[config.mk]
export PLATFORM = sky130hd
export DESIGN_NAME = atbs_threshold_scheduler
export DESIGN_NICKNAME = d
export VERILOG_FILES = /design/src/rtl/atbs_threshold_scheduler.sv
export SDC_FILE = /design/constraint.sdc
export NUM_CORES = 1
export LEC_CHECK = 0
export ABC_AREA = 1
export CAP_MARGIN = 20
export CORE_MARGIN = 2
export CORE_UTILIZATION = 50
export CTS_CLUSTER_SIZE = 10
export DETAILED_ROUTE_END_ITERATION = 16
export GPL_TIMING_DRIVEN = 0
export PLACE_DENSITY = 0.77
export SETUP_SLACK_MARGIN = 0.2
export SLEW_MARGIN = 20
export SYNTH_ARGS = -nofsm -noshare
export SYNTH_HDL_FRONTEND = slang
export SYNTH_SLANG_ARGS = --single-unit
export TNS_END_PERCENT = 30
[constraint.sdc]
create_clock -name clock_i -period 3.29 [get_ports clock_i]
set_input_delay 0.4935 -clock clock_i [delete_from_list [all_inputs] [get_ports clock_i]]
set_output_delay 0.4935 -clock clock_i [all_outputs]
set_load 0.02 [all_outputs]
[src/rtl/atbs_threshold_scheduler.sv]
// Threshold DAC / comparator sequencer for fixed-window threshold-based sampling.
// Owns the window centre, drives both threshold DACs and turns crossings into signed events.
//
// state   | meaning
// --------+------------------------------------------------------------
// IDLE    | waiting for start_i with enable_i high
// LOAD    | new DAC codes present, phi_dac_o strobe
// SETTLE  | DAC settling down-counter running
// COMPARE | phi_comp_o strobe
// DECIDE  | comparator outputs sampled, centre moves on a crossing
module atbs_threshold_scheduler #(
    parameter int DAC_BITWIDTH      = 8,
    parameter int DAC_SETTLING_CLKS = 10
) (
    input  logic                    clock_i,
    input  logic                    reset_n_i,
    input  logic                    enable_i,
    input  logic                    start_i,
    input  logic                    comp_upper_i,
    input  logic                    comp_lower_i,
    input  logic [DAC_BITWIDTH-1:0] window_i,
    input  logic [DAC_BITWIDTH-1:0] step_i,
    output logic [DAC_BITWIDTH-1:0] dac_upper_o,
    output logic [DAC_BITWIDTH-1:0] dac_lower_o,
    output logic                    phi_dac_o,
    output logic                    phi_comp_o,
    output logic                    event_valid_o,
    output logic                    event_up_o,
    output logic                    overflow_o,
    output logic                    underflow_o,
    output logic                    idle_o
);
    localparam int N     = DAC_BITWIDTH;
    localparam int CNT_W = (DAC_SETTLING_CLKS > 1) ? $clog2(DAC_SETTLING_CLKS) : 1;
    localparam logic [CNT_W-1:0] SETTLE_LAST = CNT_W'(DAC_SETTLING_CLKS - 1);
    localparam logic [N-1:0]     CODE_MAX    = {N{1'b1}};
    localparam logic [N-1:0]     CODE_MID    = {1'b1, {(N-1){1'b0}}};

    localparam logic [2:0] S_IDLE    = 3'd0;
    localparam logic [2:0] S_LOAD    = 3'd1;
    localparam logic [2:0] S_SETTLE  = 3'd2;
    localparam logic [2:0] S_COMPARE = 3'd3;
    localparam logic [2:0] S_DECIDE  = 3'd4;

    logic [2:0]       state_q, state_d;
    logic [N-1:0]     centre_q, centre_d;
    logic [N-1:0]     dac_upper_q, dac_upper_d;
    logic [N-1:0]     dac_lower_q, dac_lower_d;
    logic [CNT_W-1:0] cnt_q, cnt_d;
    logic             ev_valid_q, ev_valid_d;
    logic             ev_up_q, ev_up_d;
    logic             ovf_q, ovf_d;
    logic             unf_q, unf_d;
    logic             load_codes;

    logic [N-1:0] step_eff;
    logic [N:0]   centre_inc, centre_dec, thr_hi, thr_lo;

    assign step_eff   = (step_i == '0) ? N'(1) : step_i;
    assign centre_inc = {1'b0, centre_q} + {1'b0, step_eff};
    assign centre_dec = {1'b0, centre_q} - {1'b0, step_eff};

    always_comb begin
        state_d    = state_q;
        centre_d   = centre_q;
        cnt_d      = cnt_q;
        ev_valid_d = 1'b0;
        ev_up_d    = ev_up_q;
        ovf_d      = ovf_q;
        unf_d      = unf_q;
        load_codes = 1'b0;
        if (!enable_i) begin
            state_d = S_IDLE;
        end else begin
            case (state_q)
                S_IDLE: begin
                    if (start_i) begin
                        state_d    = S_LOAD;
                        centre_d   = CODE_MID;
                        ovf_d      = 1'b0;
                        unf_d      = 1'b0;
                        load_codes = 1'b1;
                    end
                end
                S_LOAD: begin
                    state_d = S_SETTLE;
                    cnt_d   = SETTLE_LAST;
                end
                S_SETTLE: begin
                    if (cnt_q == '0) state_d = S_COMPARE;
                    else             cnt_d   = cnt_q - CNT_W'(1);
                end
                S_COMPARE: state_d = S_DECIDE;
                S_DECIDE: begin
                    // both high: input above window; both low: below; otherwise keep polling
                    if (comp_upper_i && comp_lower_i) begin
                        state_d    = S_LOAD;
                        ev_valid_d = 1'b1;
                        ev_up_d    = 1'b1;
                        load_codes = 1'b1;
                        if (centre_q == CODE_MAX) ovf_d = 1'b1;
                        centre_d = centre_inc[N] ? CODE_MAX : centre_inc[N-1:0];
                    end else if (!comp_upper_i && !comp_lower_i) begin
                        state_d    = S_LOAD;
                        ev_valid_d = 1'b1;
                        ev_up_d    = 1'b0;
                        load_codes = 1'b1;
                        if (centre_q == '0) unf_d = 1'b1;
                        centre_d = centre_dec[N] ? '0 : centre_dec[N-1:0];
                    end else begin
                        state_d = S_COMPARE;
                    end
                end
                default: state_d = S_IDLE;
            endcase
        end
    end

    assign thr_hi = {1'b0, centre_d} + {1'b0, window_i};
    assign thr_lo = {1'b0, centre_d} - {1'b0, window_i};

    always_comb begin
        dac_upper_d = dac_upper_q;
        dac_lower_d = dac_lower_q;
        if (load_codes) begin
            dac_upper_d = thr_hi[N] ? CODE_MAX : thr_hi[N-1:0];
            dac_lower_d = thr_lo[N] ? '0 : thr_lo[N-1:0];
        end
    end

    always_ff @(posedge clock_i or negedge reset_n_i) begin
        if (!reset_n_i) begin
            state_q     <= S_IDLE;
            centre_q    <= CODE_MID;
            dac_upper_q <= CODE_MAX;
            dac_lower_q <= '0;
            cnt_q       <= '0;
            ev_valid_q  <= 1'b0;
            ev_up_q     <= 1'b0;
            ovf_q       <= 1'b0;
            unf_q       <= 1'b0;
        end else begin
            state_q     <= state_d;
            centre_q    <= centre_d;
            dac_upper_q <= dac_upper_d;
            dac_lower_q <= dac_lower_d;
            cnt_q       <= cnt_d;
            ev_valid_q  <= ev_valid_d;
            ev_up_q     <= ev_up_d;
            ovf_q       <= ovf_d;
            unf_q       <= unf_d;
        end
    end

    assign dac_upper_o   = dac_upper_q;
    assign dac_lower_o   = dac_lower_q;
    assign phi_dac_o     = (state_q == S_LOAD);
    assign phi_comp_o    = (state_q == S_COMPARE);
    assign event_valid_o = ev_valid_q;
    assign event_up_o    = ev_up_q;
    assign overflow_o    = ovf_q;
    assign underflow_o   = unf_q;
    assign idle_o        = (state_q == S_IDLE);

endmodule

## Word-level counts from Yosys, hierarchy flattened

Cells that the tools add are included.
W data, S select, Z words.

| storage, ports and cells | value |
|---|---|
| input bits | 22 |
| word-level logic and storage cells | 79 |
| bits in registers | 35 |
| output and inout port bits | 23 |

| cells by class | value |
|---|---|
| add/sub/neg operators | 5 |
| equal/unequal tests | 14 |
| reduce and logical (&&, ||, !) cells | 16 |
| muxes and demuxes | 35 |

Operators with widths:

| cell | count |
|---|---|
| $mux W8 | 9 |
| $add A8 B8 Y9 | 2 |
| $sub A8 B8 Y9 | 2 |
| $logic_not A8 Y1 | 2 |
| $pmux W8 S2 | 1 |
| $pmux W3 S5 | 1 |
| $mux W1 | 14 |
| $ne A2 B2 Y1 const B | 7 |
| $mux W3 | 3 |
| $eq A8 B8 Y1 const B | 1 |
| $pmux W4 S2 | 1 |
| $eq A3 B2 Y1 const B | 2 |
| $ne A3 B3 Y1 const B | 2 |
| $pmux W1 S2 | 3 |
| $reduce_and A3 Y1 | 2 |
| $reduce_and A6 Y1 | 1 |
| $reduce_bool A2 Y1 | 3 |
| $reduce_and A5 Y1 | 1 |
| $logic_not A4 Y1 | 1 |
| $mux W2 | 2 |
| $mux W4 | 1 |
| $sub A4 B1 Y4 const B | 1 |
| $eq A3 B1 Y1 const B | 1 |
| $eq A3 B3 Y1 const B | 1 |
| other kinds (4) | 6 |

## Depth between registers and ports, before layout

Gate-level depths: netlist of the first run.

| depth | value |
|---|---|
| depth in word-level cells | 10 |
| mapped depth | 24 |
| depth with buffers taken out | 23 |

## Least setup slack after synthesis of the first run

Ideal clock, no wire load.

| path | value |
|---|---|
| path type | input to register |
| start point | in step_i[7] |
| end point | reg dac_lower_q[5] (netlist: dac_lower_o[5]) |
| library setup time | 0.083 ns |
| required time | 3.207 ns |
| stages on the path | 19 |
| path slack | -0.308 ns |
| data arrival time | 3.516 ns |
| path buffers | 0 |
| path through | nor4_1 -> a41o_1 -> ha_1 -> inv_1 -> fa_1 -> o21ai_2 -> nand2_1 -> nand2_1 -> nor2_4 -> a21oi_1 -> o21ai_2 -> o21ai_2 -> inv_1 -> fa_1 -> o21ai_1 -> nand4_1 -> o311ai_0 -> nand2_2 -> o21ai_0 |

| on the way | value |
|---|---|
| word-level cells in the longest chain between the ends | 10 |
| elaborated cells on any way between the ends | 12 |
| classes of those cells | 3 x add/sub; 8 x mux; 1 x reduce/logical |

RTL lines:

| item | RTL line | RTL |
|---|---|---|
| from (decl) | 22 | `input logic [DAC_BITWIDTH-1:0] step_i,` |
| $logic_not A8 Y1 | 59 | `assign step_eff = (step_i == '0) ? N'(1) : step_i;` |
| $mux W8 * | 59 |  |
| $sub A8 B8 Y9 | 61 | `assign centre_dec = {1'b0, centre_q} - {1'b0, step_eff};` |
| $mux W8 | 109 | `centre_d = centre_dec[N] ? '0 : centre_dec[N-1:0];` |
| $mux W8 | 103 | `end else if (!comp_upper_i && !comp_lower_i) begin` |
| $mux W8 * | 96 | `if (comp_upper_i && comp_lower_i) begin` |
| $pmux W8 S2 * | 75 | `case (state_q)` |
| $mux W8 * | 72 | `if (!enable_i) begin` |
| named net centre_d[1] | 46 | `logic [N-1:0] centre_q, centre_d;` |
| $sub A8 B8 Y9 * | 120 | `assign thr_lo = {1'b0, centre_d} - {1'b0, window_i};` |
| $mux W8 * | 127 | `dac_lower_d = thr_lo[N] ? '0 : thr_lo[N-1:0];` |
| to (signal assigned) | 146 | `dac_lower_q <= dac_lower_d;` |
| to (decl) | 48 | `logic [N-1:0] dac_lower_q, dac_lower_d;` |

Mark *: on every way through the listed nets, which the timed path passes. The rest lies on a longest branch.
A chain may end at the register's enable or synchronous reset.

## Final worst setup path of the first run

| path | value |
|---|---|
| start point | in step_i[4] |
| end point | reg dac_upper_q[6] (netlist: dac_upper_o[6]) |

| on the way | value |
|---|---|
| word-level cells in the longest chain between the ends | 10 |
| elaborated cells on any way between the ends | 12 |
| classes of those cells | 3 x add/sub; 8 x mux; 1 x reduce/logical |

RTL lines:

| item | RTL line | RTL |
|---|---|---|
| $logic_not A8 Y1 | 59 |  |
| $mux W8 * | 59 |  |
| $sub A8 B8 Y9 | 61 |  |
| $mux W8 | 109 |  |
| $mux W8 | 103 |  |
| $mux W8 * | 96 |  |
| $pmux W8 S2 * | 75 |  |
| $mux W8 * | 72 |  |
| named net centre_d[3] | 46 |  |
| $add A8 B8 Y9 * | 119 | `assign thr_hi = {1'b0, centre_d} + {1'b0, window_i};` |
| $mux W8 * | 126 | `dac_upper_d = thr_hi[N] ? CODE_MAX : thr_hi[N-1:0];` |
| to (signal assigned) | 145 | `dac_upper_q <= dac_upper_d;` |
| to (decl) | 47 | `logic [N-1:0] dac_upper_q, dac_upper_d;` |

Marked as above.

==> reports/metrics.csv, run 1 <==
stage;metric;value;unit
run_status;outcome;complete, but fails checks;
run_status;failing checks;negative setup slack;
finish;multi-input logic area;0.002286;mm2
critical_path;Crit Reg-Reg Endpoint;dac_upper_o[6]$_DFFE_PN1P_;
critical_path;CP Launch Type;input port;
synth;Mapped Cells;416;
global_route;vias in the first global route;2995;
route;vias per cell;5.475;
synth;Synth Register Bits;35;
global_route;total track usage;24.83;%
timing;Least-Margin Pin Slew;0.4396;ns
global_route;total grt overflow;0;
synth;async set or reset register ratio after synthesis;100.0;%
synth;library cells used by synthesis;44;
timing;fin crit share;106.9;%
die;die width;83.08;um
timing;worst setup margin;-0.2266;ns
critical_path;Reg2Reg Setup Slack;-0.09;ns
route;initial DRC count;238;
die;num rows;28;
cts;clk slew on worst S/H paths;0.08;ns
timing;Setup violations, final;16;
critical_path;r2r worst-path depth;18;
pwr;pwr/cell area;395.8;mW/mm2
die;top-level I/O count;45;
global_route;pin count of the biggest net entering global routing;21;
finish;register area;887.1;um2
critical_path;Crit Reg-Reg Startpoint;centre_q[7]$_DFF_PN1_;
route;post-route antenna net violation count;0;
placed_design;pre-CTS setup slack;-1.040;ns
timing;Slew Limit Fails;0;
critical_path;CP endpoint kind;flop;
cts;CTS sink cnt;35;
synth;cell accounting for the most synthesized area;dfrtp_1;
timing;min cycle time layout;3.517;ns
timing;RSZ-0062 raised after global routing;true;
route;wire per inst;15.68;um
critical_path;maximum fanout along the worst path;6;
finish;Finished Cell Area;0.004332;mm2
critical_path;crit path kind;input port to flop;
cts;CTS tree;yes;
die;die footprint;0.006902;mm2
timing;Slew HR;70.70;%
timing;Peak Freq;284.4;MHz
cts;CTS Buf Count;5;
route;wirelength, routed;8907;um
worst_hold_path;Hold WC Path Type;input port to async pin;
finish;# diodes;0;
die;Starting Density;52.19;%
timing;clk_skew;0.008096;ns
run;max-cap viol count;0;
finish;most common cell after layout, fill and taps aside;nand2_1;
cts;CTS root buf;clkbuf_8;
pwr;Pleak;0.002133;uW
finish;synthesis-to-layout area growth;38.54;%
die;Die Span Y;83.08;um
cts;Max Root-Sink Buffers;2;
finish;fraction of layout cells with a size suffix above 1;28.19;%
die;core area;0.005991;mm2
synth;Synth area leaders;dfrtp_1, ha_1, nand2_1, dfstp_2, inv_1;
placed_design;Detail Placement HPWL;6290;um
synth;Cell Area, Synth;0.003127;mm2
timing;Fin. Hold Viols;0;
synth;Yosys top cell area share;20.81;%
placed_design;Port Buf Inserts;44;
route;Post-route DRC;0;
global_route;initial antenna violation count;0;
synth;YS warnings;0;
synth;Post-synth top flop;dfrtp_1;
synth;Syn Nets;479;
finish;Nets;555;
cts;worst skew pair latency;0.30;ns
cts;H-tree levels;2;
global_route;first-pass GRT wire length;14040;um
critical_path;worst path arrival time;3.73;ns
placed_design;RD Place Congestion;0.9242;
route;first drt pass iteration count;4;
finish;Fillers;441;
finish;Core Util, Final;72.31;%
synth;Seq/Total Area, Yosys;28.37;%
pwr;peak supply drop;382.5;uV
timing;setup TNS;-2.957;ns
route;vias;3110;
synth;EDFF count, synth;0;
synth;syn_area_per_cell;7.516;um2
placed_design;dpl cell area;0.003774;mm2
finish;most frequent cells in the layout;nand2_1, inv_1, a21oi_1;
critical_path;Required @ worst endpoint;3.50;ns
-- cell usage after synthesis, types with 5 or more instances --
master    number
a21oi_1       47
a31oi_1        6
clkbuf_1       5
dfrtp_1       26
dfstp_2        9
ha_1          37
inv_1         63
nand2_1       76
nand3_1       18
nand4_1        5
nor2_1        27
nor3_1         6
o21ai_0       20
xor2_1        15
-- worst max-delay path, cell delays in order --
cell	delay, ns
buf_8	0.10
nor4_4	0.25
a41o_1	0.24
ha_2	0.19
inv_2	0.05
fa_2	0.39
nand3_2	0.09
nand2_4	0.07
nand2_4	0.09
nand2_4	0.07
nand2_4	0.10
o21ai_1	0.08
a22o_1	0.25
ha_4	0.36
clkinvlp_4	0.17
a21oi_4	0.21
nand2_4	0.09
nand2_4	0.07
nand2_2	0.05
nand2_2	0.07
nand2_1	0.05
nand2_1	0.08
a41oi_2	0.11
-- final cells by class --
cell class / instances / share of cell area [%]
buffer: 10 / 1.589
timing repair buffer: 69 / 14.85
clock buffer: 6 / 1.675
clock inverter: 2 / 0.2889
tap: 75 / 2.166
inverter: 69 / 6.181
sequential: 35 / 20.48
multi-input combinational: 302 / 52.77
-- per-stage QoR --
step / total power [uW] / hold slack (ns) / instances
2_1_floorplan: 1037 / 0.1979 / 416
3_3_place_gp: 1294 / 0.4727 / 535
3_5_place_dp: 1318 / 0.4518 / 536
4_1_cts: 1662 / 0.1316 / 553
5_1_grt: 1828 / 0.1447 / 568
6_report: 1715 / 0.1248 / 568
-- worst max path at each step --
stage	startpoint	end	slack [ns]	cells past startpoint
final	step_i[4]	dac_upper_o[6]$_DFFE_PN1P_	-0.23	23
after detailed placement	step_i[7]	dac_lower_o[5]$_DFFE_PN0P_	-1.04	22
after global placement	step_i[7]	dac_upper_o[6]$_DFFE_PN1P_	-1.0	21
after CTS	step_i[4]	dac_lower_o[0]$_DFFE_PN0P_	-0.25	19
after floorplan	step_i[7]	dac_upper_o[6]$_DFFE_PN1P_	-0.06	22
after global routing	step_i[4]	dac_upper_o[6]$_DFFE_PN1P_	-0.42	23
-- power breakdown --
| group | total, uW | switching, uW | internal [uW] |
|---|---|---|---|
| Sequential | 606 | 57.3 | 549 |
| Clock | 324 | 176 | 148 |
| Combinational | 785 | 444 | 341 |
-- flip-flops by register name, indices dropped and copies added (netlist names) --
signal	flops
event_up_o	1
state_q	3
centre_q	8
underflow_o	1
cnt_q	4
dac_upper_o	8
dac_lower_o	8
overflow_o	1
event_valid_o	1
-- per-layer routing --
layer  vias up  share of wire, %  GRT usage, %
li1       1522                 -             -
met1      1467                44         34.48
met2        99                49         40.40
met3        22               5.2         3.678
met4         0               2.3         6.855
met5         -                 0             0
-- cell families (layout without fill, tap and decap cells) --
family | after synthesis | count (layout) | share of synthesized area [%]
AOI/OAI and AO/OA | 96 | 96 | 17.85
adders and majority gates | 41 | 41 | 17.37
and+or+nand+nor | 147 | 147 | 21.33
buffers and inverters | 79 | 156 | 10.04
DFF | 35 | 35 | 28.37
xor gates and xnor gates | 18 | 18 | 5.042
-- repair_timing --
item                                    CTS  global route
pin swaps                                20            40
gates resized for setup                  53            53
endpoints found under the setup margin   16            16
hold buffers                              0             0
setup buffers                             9            15
(Power assumes the default switching activity.)
==> run 2, diff against run 1 <==
==> constraint.sdc (replaced) <==
create_clock -name clock_i -period 3.29 [get_ports clock_i]
set_input_delay 0.658 -clock clock_i [delete_from_list [all_inputs] [get_ports clock_i]]
set_output_delay 0.658 -clock clock_i [all_outputs]
set_load 0.02 [all_outputs]
==> reports/metrics.csv, run 2 (synthesis gave the netlist of run 1 again) <==
stage;metric;value;unit;change
critical_path;CP Launch Type;input port;;
run_status;failing checks;negative setup slack;;
timing;Least-Margin Pin Slew;0.4193;ns;-0.02022 ns
run;max-cap viol count;0;;unchanged
die;die width;83.08;um;unchanged
cts;CTS Buf Count;5;;unchanged
pwr;peak supply drop;379.0;uV;-0.92%
die;die footprint;0.006902;mm2;unchanged
timing;fin crit share;112.8;%;+5.9 points
timing;RSZ-0062 raised after global routing;true;;
finish;Nets;554;;-0.18%
critical_path;crit path kind;input port to flop;;
timing;worst setup margin;-0.4212;ns;-0.1946 ns
cts;worst skew pair latency;0.30;ns;about the same
timing;clk_skew;0.009190;ns;+0.001094 ns
cts;Hold Buf Count CTS;0;;unchanged
critical_path;worst path arrival time;3.93;ns;+0.20 ns
finish;# diodes;0;;unchanged
global_route;initial antenna violation count;0;;unchanged
timing;Setup violations, final;16;;unchanged
route;wire per inst;15.76;um;+0.51%
timing;min cycle time layout;3.711;ns;+0.1946 ns
finish;most common cell after layout, fill and taps aside;nand2_1;;
critical_path;Top Family by Delay on Critical Path;compound AO/OA/AOI/OAI gates;;
placed_design;Detail Placement HPWL;6290;um;unchanged
die;Starting Density;52.19;%;unchanged
critical_path;max incr delay on CP;0.40;ns;about the same
timing;Peak Freq;269.5;MHz;-5.2%
critical_path;CP cell instances;buf_8 > nor4_4 > a41o_1 > ha_2 > inv_2 > fa_2 > nand3_2 > nand2_4 > nand2_4 > nand2_4 > nand2_4 > o21ai_1 > a22o_1 > ha_4 > clkinvlp_4 > a21oi_4 > buf_4 > nand3_1 > a21oi_1 > a21oi_1;;
global_route;total track usage;24.83;%;unchanged
run_status;outcome;complete, but fails checks;;
route;Post-route DRC;0;;unchanged
finish;fraction of layout cells with a size suffix above 1;28.46;%;+0.26 points
die;core area;0.005991;mm2;unchanged
route;vias per cell;5.524;;+0.89%
route;initial DRC count;266;;+12%
route;post-route antenna net violation count;0;;unchanged
cts;H-tree levels;2;;unchanged
timing;Slew HR;71.83;%;+1.1 points
timing;Fin. Hold Viols;0;;unchanged
die;num rows;28;;unchanged
placed_design;RD Place Congestion;0.9242;;unchanged
placed_design;Post-Place Cells;536;;unchanged
global_route;total grt overflow;0;;unchanged
route;first drt pass iteration count;4;;unchanged
cts;CTS sink cnt;35;;unchanged
critical_path;WP buf/inv;4;;+1
placed_design;Port Buf Inserts;44;;unchanged
worst_hold_path;Hold WC Path Type;input port to async pin;;
finish;Core Util, Final;72.39;%;+0.084 points
route;wirelength, routed;8937;um;+0.34%
finish;synthesis-to-layout area growth;38.70;%;
cts;CTS root buf;clkbuf_8;;
die;top-level I/O count;45;;unchanged
timing;Slew Limit Fails;0;;unchanged
die;Die Span Y;83.08;um;unchanged
global_route;first-pass GRT wire length;14040;um;unchanged
pwr;pwr/cell area;395.9;mW/mm2;about the same
cts;clk slew on worst S/H paths;0.08;ns;about the same
cts;Max Root-Sink Buffers;2;;unchanged
placed_design;pre-CTS setup slack;-1.204;ns;-0.1645 ns
critical_path;maximum fanout along the worst path;6;;unchanged
critical_path;CP endpoint kind;flop;;
finish;Finished Cell Area;0.004337;mm2;+0.12%
critical_path;Required @ worst endpoint;3.51;ns;about the same
cts;CTS tree;yes;;
placed_design;dpl cell area;0.003774;mm2;unchanged
critical_path;cell repeated most along the worst path;nand2_4;;
finish;most frequent cells in the layout;nand2_1, inv_1, a21oi_1;;
timing;hold slack;0.2843;ns;+0.1595 ns
critical_path;slowest CP cell;fa_2;;
global_route;pin count of the biggest net entering global routing;21;;unchanged
finish;Non-Filler Instances;567;;-0.18%
pwr;Pleak;0.002137;uW;+0.20%
global_route;vias in the first global route;2995;;unchanged
route;vias;3132;;+0.71%
-- run 2: worst paths after layout --
kind                                                  from                          to  slack, ns  cells past startpoint
worst max register to register       centre_q[3]$_DFF_PN0_  dac_upper_o[4]$_DFFE_PN1P_      -0.16                     16
min in group clock_i            dac_lower_o[0]$_DFFE_PN0P_  dac_lower_o[0]$_DFFE_PN0P_       0.49                      2
worst min register to register  dac_lower_o[0]$_DFFE_PN0P_  dac_lower_o[0]$_DFFE_PN0P_       0.49                      2
max in group asynchronous                        reset_n_i  dac_upper_o[6]$_DFFE_PN1P_       2.47                      2
worst min-delay path                             reset_n_i  dac_lower_o[2]$_DFFE_PN0P_       0.28                      1
worst max-delay path                             step_i[4]  dac_upper_o[4]$_DFFE_PN1P_      -0.42                     20
-- run 2: timing repair --
| item | 4_1_cts | 5_1_grt |
|---|---|---|
| endpoints found under the setup margin | 16 | 16 |
| gates cloned | 0 | 0 |
| pin swaps | 20 | 38 |
| resized for setup | 53 | 56 |
| setup buffers | 9 | 14 |
-- run 2: where the power goes --
part	switching (uW)	total [uW]	internal [uW]	leakage (uW)
clock network	176	324	148	0.0000412
logic	447	788	341	0.00165
registers	56.4	605	549	0.000442
-- run 2: area by class of cell --
| cell class | count | area (um2) |
|---|---|---|
| Multi-Input combinational cell | 302 | 2295 |
| Fill cell | 437 | 1654 |
| Sequential cell | 35 | 887.1 |
| Timing Repair Buffer | 68 | 639.4 |
| Inverter | 69 | 267.8 |
| Tap cell | 75 | 93.84 |
| Clock buffer | 6 | 72.57 |
| Buffer | 10 | 68.82 |
| Clock inverter | 2 | 12.51 |
-- run 2: stage by stage --
| stage | setup TNS [ns] | power, uW |
|---|---|---|
| floorplan | -2.887 | 1037 |
| global placement | -17.82 | 1294 |
| detailed placement | -18.22 | 1318 |
| CTS | -5.700 | 1662 |
| global route | -8.107 | 1829 |
| finish | -5.920 | 1717 |
-- run 2: per-layer routing --
layer  global-route usage, %  share of wire, %
met2                   40.40                48
met4                   6.855               2.0
met3                   3.678               5.4
met1                   34.48                44
met5                       0                 0
==> run 3, diff against run 2 <==
--- a/config.mk
+++ b/config.mk
@@ -9,6 +9,7 @@
 export CAP_MARGIN = 20
 export CORE_MARGIN = 2
 export CORE_UTILIZATION = 50
+export CTS_CLUSTER_DIAMETER = 100
 export CTS_CLUSTER_SIZE = 10
 export DETAILED_ROUTE_END_ITERATION = 16
 export GPL_TIMING_DRIVEN = 0
==> results of run 3 <==
Final layout, timing and power as in run 2 (identical DEF).
